File: config.mk
export PLATFORM = sky130hd
export DESIGN_NAME = buffer_packer_flat
export DESIGN_NICKNAME = d
export VERILOG_FILES = /design/src/rtl/buffer_pkg.sv /design/src/rtl/buffer_packer_if.sv /design/src/rtl/buffer_packer_occ_counter.sv /design/src/rtl/buffer_packer.sv /design/src/flat_wrapper.sv
export SDC_FILE = /design/constraint.sdc
export NUM_CORES = 1
export LEC_CHECK = 0
export BUFFER_PORTS_ARGS = -buffer_cell sky130_fd_sc_hd__buf_2
export CAP_MARGIN = 20
export CELL_PAD_IN_SITES_DETAIL_PLACEMENT = 0
export CELL_PAD_IN_SITES_GLOBAL_PLACEMENT = 1
export CORE_MARGIN = 5
export CORE_UTILIZATION = 43
export CTS_BUF_LIST = sky130_fd_sc_hd__clkbuf_4 sky130_fd_sc_hd__clkbuf_8
export DETAILED_ROUTE_END_ITERATION = 8
export GPL_ROUTABILITY_DRIVEN = 0
export PLACE_DENSITY_LB_ADDON = 0.1
export REMOVE_ABC_BUFFERS = 1
export SYNTH_ARGS = -nofsm -noshare
export SYNTH_HDL_FRONTEND = slang
export SYNTH_SLANG_ARGS = --single-unit
File: constraint.sdc
create_clock -name clk -period 3.1 [get_ports clk]
set_input_delay 0.465 -clock clk [delete_from_list [all_inputs] [get_ports clk]]
set_output_delay 0.465 -clock clk [all_outputs]
set_load 0.01 [all_outputs]
File: src/rtl/buffer_pkg.sv
// rtl/buffer_pkg.sv - shared Buffer constants and packer FSM state type
package buffer_pkg;

    localparam int DEF_SIZE  = 16;
    localparam int DEF_WIDTH = 4;
    localparam int DEF_K     = 8;
    localparam int DEF_J     = 4;

    typedef enum logic [1:0] {
        FILL       = 2'd0,
        WAIT_SPACE = 2'd1,
        LOAD       = 2'd2
    } state_t;

endpackage

File: src/rtl/buffer_packer_if.sv
// rtl/buffer_packer_if.sv - upstream word handshake between producer and packer
interface buffer_packer_if #(
    parameter int WIDTH = 4
) ();
    logic             in_valid;
    logic [WIDTH-1:0] in_data;
    logic             in_ready;

    modport master (output in_valid, output in_data, input in_ready);
    modport slave  (input in_valid, input in_data, output in_ready);
endinterface

File: src/rtl/buffer_packer_occ_counter.sv
// rtl/buffer_packer_occ_counter.sv - Buffer occupancy tracking and read qualification
module occ_counter
    import buffer_pkg::*;
#(
    parameter int SIZE = DEF_SIZE,
    parameter int K    = DEF_K,
    parameter int J    = DEF_J
) (
    input  logic                 clk,
    input  logic                 rst,
    input  logic                 ld,
    input  logic                 rd_en,
    output logic [$clog2(SIZE):0] occupancy,
    output logic                 rd_valid
);

    localparam int OW = $clog2(SIZE) + 1;

    logic [OW-1:0] occ_q;
    logic [OW-1:0] occ_d;

    // A read only counts when J words are actually present; load and read net out
    always_comb begin
        rd_valid = rd_en && (occ_q >= OW'(J));
        occ_d    = occ_q + (ld ? OW'(K) : '0) - (rd_valid ? OW'(J) : '0);
    end

    // Occupancy register
    always_ff @(posedge clk or negedge rst) begin
        if (!rst) begin
            occ_q <= '0;
        end else begin
            occ_q <= occ_d;
        end
    end

    assign occupancy = occ_q;

endmodule

File: src/rtl/buffer_packer.sv
// rtl/buffer_packer.sv - packs K upstream words into one Buffer write (optional err via BUFFER_PACKER_ERR_EN)
module buffer_packer
    import buffer_pkg::*;
#(
    parameter int SIZE  = DEF_SIZE,
    parameter int WIDTH = DEF_WIDTH,
    parameter int K     = DEF_K,
    parameter int J     = DEF_J
) (
    input  logic                      clk,
    input  logic                      rst,
    buffer_packer_if.slave            in_if,
    input  logic                      rd_en,
    output logic                      ld,
    output logic [$clog2(SIZE)-1:0]   write_add,
    output logic [WIDTH*K-1:0]        par_in,
    output logic [$clog2(SIZE):0]     occupancy
`ifdef BUFFER_PACKER_ERR_EN
    ,
    output logic                      err
`endif
);

    localparam int AW = $clog2(SIZE);
    localparam int OW = AW + 1;
    localparam int CW = $clog2(K + 1);

    state_t             state_q;
    state_t             state_d;
    logic [CW-1:0]      cnt_q;
    logic [CW-1:0]      cnt_d;
    logic [WIDTH*K-1:0] par_q;
    logic [WIDTH*K-1:0] par_d;
    logic [AW-1:0]      wadd_q;
    logic [AW-1:0]      wadd_d;
    logic               in_ready;
    logic               accept;
    logic               grp_done;
    logic               space_ok;
    logic               rd_valid;

    assign in_if.in_ready = in_ready;
    assign accept         = in_if.in_valid && in_ready;
    assign grp_done       = accept && (cnt_q == CW'(K - 1));
    // Uses the registered occupancy, so a same-cycle read never frees space early
    assign space_ok       = (occupancy <= OW'(SIZE - K));

    // FSM state register
    always_ff @(posedge clk or negedge rst) begin
        if (!rst) begin
            state_q <= FILL;
        end else begin
            state_q <= state_d;
        end
    end

    // FSM next state: fill a group, wait for room, then strobe one write
    always_comb begin
        state_d = state_q;
        case (state_q)
            FILL:       if (grp_done) state_d = WAIT_SPACE;
            WAIT_SPACE: if (space_ok) state_d = LOAD;
            LOAD:       state_d = FILL;
            default:    state_d = FILL;
        endcase
    end

    // FSM outputs: accept words only while filling, strobe write only in LOAD
    always_comb begin
        in_ready = 1'b0;
        ld       = 1'b0;
        case (state_q)
            FILL:    in_ready = 1'b1;
            LOAD:    ld       = 1'b1;
            default: ;
        endcase
    end

    // Datapath next state: place words by arrival index, bump address after each write
    always_comb begin
        cnt_d  = cnt_q;
        par_d  = par_q;
        wadd_d = wadd_q;
        if (accept) begin
            par_d[int'(cnt_q)*WIDTH +: WIDTH] = in_if.in_data;
            cnt_d = grp_done ? '0 : cnt_q + 1'b1;
        end
        if (state_q == LOAD) begin
            wadd_d = wadd_q + AW'(K);
        end
    end

    // Datapath registers; a reset discards any partial group
    always_ff @(posedge clk or negedge rst) begin
        if (!rst) begin
            cnt_q  <= '0;
            par_q  <= '0;
            wadd_q <= '0;
        end else begin
            cnt_q  <= cnt_d;
            par_q  <= par_d;
            wadd_q <= wadd_d;
        end
    end

    assign par_in    = par_q;
    assign write_add = wadd_q;

    occ_counter #(
        .SIZE (SIZE),
        .K    (K),
        .J    (J)
    ) u_occ (
        .clk       (clk),
        .rst       (rst),
        .ld        (ld),
        .rd_en     (rd_en),
        .occupancy (occupancy),
        .rd_valid  (rd_valid)
    );

`ifdef BUFFER_PACKER_ERR_EN
    logic err_q;

    // Sticky flag for a reader that asked for words that were not there
    always_ff @(posedge clk or negedge rst) begin
        if (!rst) begin
            err_q <= 1'b0;
        end else if (rd_en && !rd_valid) begin
            err_q <= 1'b1;
        end
    end

    assign err = err_q;
`else
    // Read qualification is only consumed by the error flag
    logic rd_valid_unused;
    assign rd_valid_unused = rd_valid;
`endif

endmodule
File: src/flat_wrapper.sv
// flat-port wrapper written by rule: the top's interface ports become plain ports
module buffer_packer_flat import buffer_pkg::*;
#(
    parameter int SIZE  = DEF_SIZE,
    parameter int WIDTH = DEF_WIDTH,
    parameter int K     = DEF_K,
    parameter int J     = DEF_J
)
  (clk, rst, rd_en, ld, write_add, par_in, occupancy, in_if_in_valid, in_if_in_data, in_if_in_ready);
  buffer_packer_if #(.WIDTH(WIDTH)) in_if_i ();
  input  logic clk;
  input  logic rst;
  input  logic rd_en;
  output logic ld;
  output logic [$clog2(SIZE)-1:0] write_add;
  output logic [WIDTH*K-1:0] par_in;
  output logic [$clog2(SIZE):0] occupancy;
  input wire logic [$bits(in_if_i.in_valid)-1:0] in_if_in_valid;
  input wire logic [$bits(in_if_i.in_data)-1:0] in_if_in_data;
  output wire logic [$bits(in_if_i.in_ready)-1:0] in_if_in_ready;
  assign in_if_i.in_valid = in_if_in_valid;
  assign in_if_i.in_data = in_if_in_data;
  assign in_if_in_ready = in_if_i.in_ready;
  buffer_packer #(.SIZE(SIZE), .WIDTH(WIDTH), .K(K), .J(J)) u_core (.clk(clk), .rst(rst), .in_if(in_if_i), .rd_en(rd_en), .ld(ld), .write_add(write_add), .par_in(par_in), .occupancy(occupancy));
endmodule
=== Word-level counts from Yosys, hierarchy flattened ===
Cells that the tools add are included.

* Shifts and indexed selects: 2
* Reductions and logical operators: 5
* Divide/modulo/power cells: 0
* Equal/unequal tests: 5
* Multiplexer cells: 9
* $lt $le $gt $ge: 2
* Bitwise gates (word level): 0
* $mul: 0
* Add/subtract/negate cells: 5

{| class="wikitable"
|+ Operator list
! cell !! count
|-
| $neg 6->33 || 1
|-
| $shift 4x33->32 const A || 1
|-
| $shiftx 4x33->32 || 1
|-
| $bwmux 32 || 1
|-
| $mux 4 || 2
|-
| $add 5x4->5 || 1
|-
| $ge 5x3->1 const B || 1
|-
| $le 5x4->1 const B || 1
|-
| $sub 5x3->5 || 1
|-
| $add 4x1->4 const B || 1
|-
| $add 4x4->4 const B || 1
|-
| $eq 4x3->1 const B || 1
|-
| $mux 2 || 2
|-
| $ne 2x1->1 const B || 2
|-
| $pmux 2 s2 || 1
|-
| $logic_and 1x1->1 || 3
|-
| $mux 3 || 1
|-
| $eq 2x1->1 const B || 1
|-
| $eq 2x2->1 const B || 1
|-
| $logic_not 2->1 || 1
|-
| $mux 1 || 2
|-
| $reduce_and 2->1 || 1
|}

* Latch bits: 0
* Logic and storage cells: 33
* Bits of input ports: 8
* Memory bits (writable): 0
* Memories: 0
* Register bits: 47
* Output and inout bits: 43
* Bits in read-only memories: 0

=== Logic depth before layout (Yosys ltp) ===
* Depth in word-level cells: 6
* Depth in mapped cells: 8
* Mapped depth without buffers: 7

=== By module ===
A second synthesis with hierarchy kept.

* Cell total of the unflattened synthesis: 174
* Area, all modules: 1981.9 sq um

{| class="wikitable"
|+ By module, submodules not included
! module !! cells each !! times used !! area each (sq um) !! seq. area each (sq um)
|-
| buffer_packer || 157 || 1 || 1784.2 || 975.9
|-
| occ_counter || 17 || 1 || 197.7 || 75.1
|}

=== Worst setup path after synthesis ===
OpenSTA, ideal clock, no wires.

* Path type: flip-flop to flip-flop
* From: register u_core.cnt_q[0]
* To: register u_core.par_q[10], in the netlist u_core.par_in[10]
* Data required time: 2.975 ns
* Library setup time: 0.125 ns
* Setup slack: 0.507 ns
* Arrival: 2.468 ns
* Cell stages (with the launch flop): 9
* Path buffers: 2
* Period minus slack after synthesis: 2.593 ns
* Cell sequence: dfrtp_1 -> clkbuf_1 -> inv_1 -> ha_1 -> xor2_1 -> or4_4 -> or4_1 -> buf_2 -> mux2_4

* Longest elaborated chain between the ends: 3
* Elaborated cells between the ends (all ways): 4
* Classes of those cells: add/sub: 1; shift: 2; mux: 1

{| class="wikitable"
|+ RTL lines
! item !! RTL line !! RTL
|-
| start: declaration || buffer_packer.sv:30 || <nowiki>logic [CW-1:0] cnt_q;</nowiki>
|-
| start signal: assignment || buffer_packer.sv:100 || <nowiki>cnt_q <= cnt_d;</nowiki>
|-
| $neg 6->33 * || buffer_packer.sv:85 || <nowiki>par_d[int'(cnt_q)*WIDTH +: WIDTH] = in_if.in_data;</nowiki>
|-
| $shiftx 4x33->32 or $shift 4x33->32 (tied branches) || buffer_packer.sv:85 ||
|-
| $bwmux 32 * || buffer_packer.sv:85 ||
|-
| end signal: assignment || buffer_packer.sv:101 || <nowiki>par_q <= par_d;</nowiki>
|-
| end: declaration || buffer_packer.sv:32 || <nowiki>logic [WIDTH*K-1:0] par_q;</nowiki>
|}

Mark *: on every way between the ends. The rest lies on a longest branch, timed or not.
A chain may end at the register's enable or synchronous reset.

=== Worst setup path in the final report ===
* From: register u_core.cnt_q[0]
* To: register u_core.par_q[11], in the netlist u_core.par_in[11]

Same word-level chain as after synthesis.

==> impl_metrics.json <==
{
  "status": "completed",
  "critPathKind": "flop to flop",
  "tightest_slew_ns": 0.910,
  "synthCells": 149,
  "leakage_nw": 1.23,
  "ctsLongestPathBuffers": 2,
  "cp_num_cells": 6,
  "numCtsBuffers": 5,
  "antenna_cells": 0,
  "fin_skew_ns": 0.00749,
  "p_total_mw": 2.42,
  "cp_top_family": "simple AND/OR/NAND/NOR gates",
  "critPathLaunch": "u_core.cnt_q[0]",
  "clk_pin_slew_worst_paths_ns": 0.08,
  "cp_slowest_cell": "dfrtp_1",
  "cpPeakStageDelay_ns": 0.57,
  "tns_ns": 0,
  "p_clk_share_pct": 21.2,
  "ir_worst_vdd_v": 0.000403,
  "post_cts_resized": 0,
  "core-area_sq_um": 4350,
  "num_rows": 24,
  "start_util_pct": 44.4,
  "first_global_vias": 1382,
  "reg2regPathDepth": 6,
  "synth.cell_area_sq_um": 1930,
  "synth_cell_types": 32,
  "worstReg2RegStart": "u_core.cnt_q[0]",
  "pwr-share-comb_pct": 41.3,
  "synth.avg_cell_area_sq_um": 13.0,
  "mostFrequentLayoutCells": "buf_2 (45), dfrtp_1 (42), mux2_2 (28), inv_1 (8)",
  "critical_path_buf_inv_count": 1,
  "drt-initial-drc-count": 64,
  "endpoint_kind": "flop",
  "drv_cap": 0,
  "slew_violations": 0,
  "setup_viol": 0,
  "ctsRootBufferMaster": "clkbuf_8",
  "place_inst": 242,
  "vias_per_cell": 5.20,
  "swShare_pct": 36.4,
  "insertion_delay_ns": 0.30,
  "crit_required_ns": 3.28,
  "drc": 0,
  "cp_max_fo": 13,
  "post_cts_buffers": 0,
  "postRouteAntennaNets": 0,
  "final_common_cell": "buf_2",
  "cp_cell_sequence": "inv_1 -> ha_1 -> xor2_1 -> or4_4 -> or4_1 -> mux2_4",
  "numClockSinks": 42,
  "die-area_sq_um": 5940,
  "wl_mm": 4.07,
  "wire_per_inst_um": 16.3,
  "seqPwrFrac_pct": 37.5,
  "grt_use_total_pct": 14.7,
  "antenna_found_initial": 0,
  "die_x_um": 77.1,
  "p_per_area_nw_per_um2": 1040,
  "synth-seq-area-share_pct": 54.4,
  "crit_path_start_kind": "flop",
  "num_io_pins": 51,
  "dp_hpwl_mm": 3.16,
  "fin_crit_ns": 2.74,
  "holdCritPathClass": "input pin to async pin",
  "cp.arrival_ns": 2.92,
  "netSwitchingPower_uw": 882,
  "route.vias.total": 1299,
  "fmax_mhz": 365,
  "instances_no_fill": 250,
  "ys.warnings.count": 0,
  "h-tree-depth": 2,
  "io_buffers": 45,
  "nNetsFinal": 211,
  "maxSlewHeadroom_pct": 39.3,
  "grt_max_degree": 43,
  "area_growth_syn_to_layout_pct": 20.1,
  "grt_setup_unrepaired": "no",
  "cts_tree": "done",
  "drtPass1Iterations": 4,
  "die_h_um": 77.1,
  "hold_viol": 0,
  "grt_first_pass_wirelength_mm": 6.93,
  "drive_above_1_share_pct": 46.0,
  "p_int_mw": 1.54,
  "cts.hold.buffers_added": 0,
  "grt-ovfl-total": 0,
  "ys_seq_elements": 42,
  "fin_crit_sh_pct": 88.4,
  "final_core_util_pct": 53.3
}
==> registers in the layout, indices dropped and copies added (netlist names) <==
register and cells:
u_core.cnt_q 4, u_core.write_add 1, u_core.par_in 32, u_core.u_occ.occupancy 3
u_core.state_q 2
==> path summary, 6_finish.rpt <==
| check | endpoint | slack [ns] |
|---|---|---|
| setup / recovery | u_core.par_in[11] | 0.36 |
| hold / removal | u_core.cnt_q[2] | 0.30 |
| setup reg to reg | u_core.par_in[11] | 0.36 |
| hold reg to reg | u_core.write_add[3] | 0.47 |
| max in group asynchronous | u_core.state_q[0] | 2.23 |
| min in group clk | u_core.par_in[3] | 0.44 |
==> cell usage after synthesis <==
| cell | number | share of area, % |
|---|---|---|
| or3_1 | 2 | 0.65 |
| nor4_1 | 1 | 0.32 |
| nor2_1 | 2 | 0.39 |
| and2_1 | 1 | 0.32 |
| nand3_1 | 5 | 1.3 |
| xor2_1 | 2 | 0.91 |
| xnor2_1 | 3 | 1.4 |
| buf_2 | 1 | 0.26 |
| conb_1 | 1 | 0.19 |
| or4_4 | 1 | 0.58 |
| and3_1 | 7 | 2.3 |
| inv_1 | 8 | 1.6 |
| nand2_1 | 7 | 1.4 |
| or3b_2 | 1 | 0.45 |
| nand2b_1 | 1 | 0.32 |
| dfrtp_1 | 42 | 54 |
| or4_1 | 2 | 0.78 |
| nor3b_1 | 2 | 0.78 |
| a21oi_1 | 1 | 0.26 |
| nor3_1 | 4 | 1.0 |
| o32ai_1 | 1 | 0.45 |
| ha_1 | 5 | 3.2 |
| nor4_2 | 3 | 1.9 |
| o31ai_1 | 1 | 0.39 |
| o21ai_0 | 3 | 0.78 |
| mux2_2 | 28 | 16 |
| buf_4 | 5 | 1.9 |
| clkbuf_1 | 2 | 0.39 |
| mux2_4 | 4 | 3.1 |
| fa_1 | 1 | 1.0 |
| o21a_1 | 1 | 0.39 |
| buf_6 | 1 | 0.58 |
==> metrics by stage <==
stage	setup WS [ns]	area [sq um]	hold WS (ns)
after floorplan	0.620	1890	0.169
after global placement	0.487	2180	0.451
after CTS	0.383	2320	0.330
final	0.359	2320	0.297
after global routing	0.213	2320	0.391
after detailed placement	0.409	2180	0.456
==> cell type report <==
class	instances	area [sq um]
clock buffer	5	68.8
clock inverter	3	68.8
fill	378	2030
inverter	8	30.0
multi-input combinational	94	806
sequential	42	1050
tap	52	65.1
timing repair buffer	46	233
==> kinds of logic after synthesis <==
family,Yosys count,share of synthesized area (%)
simple gates,39,12.5
other cells,1,0.194
fa+ha+maj,6,4.27
buf+inv,17,4.73
mux,32,19.4
compound gates,7,2.27
flops,42,54.4
xor+xnor,5,2.27
==> worst register-to-register path: cells and delay by family, from the launching register on <==
| kind | cells | cell delay (ns) |
|---|---|---|
| XOR/XNOR | 1 | 0.17 |
| flip-flops | 1 | 0.57 |
| AND/OR/NAND/NOR | 2 | 1.09 |
| multiplexers | 1 | 0.35 |
| adder cells (fa/ha/maj) | 1 | 0.27 |
| buffers and inverters | 1 | 0.18 |
==> power groups by stage <==
stage / Combinational (mW) / Sequential [mW] / Clock [mW]
6_report: 1.00 / 0.910 / 0.513
2_1_floorplan: 0.597 / 0.971 / 0
5_1_grt: 1.11 / 0.948 / 0.544
3_3_place_gp: 0.985 / 0.904 / 0
4_1_cts: 1.02 / 0.910 / 0.521
3_5_place_dp: 1.01 / 0.919 / 0
==> routing by layer <==
| metal | vias up | share of wire, % | wire, um | global-route usage [%] |
|---|---|---|---|---|
| li1 | 611 | - | - | - |
| met1 | 642 | 42 | 1720 | 18.4 |
| met2 | 38 | 50 | 2030 | 23.0 |
| met3 | 8 | 5.8 | 237 | 5.50 |
| met4 | 0 | 1.9 | 79 | 5.84 |
| met5 | - | 0 | 0 | 0 |
No activity file was read; power rests on OpenSTA's default activity.
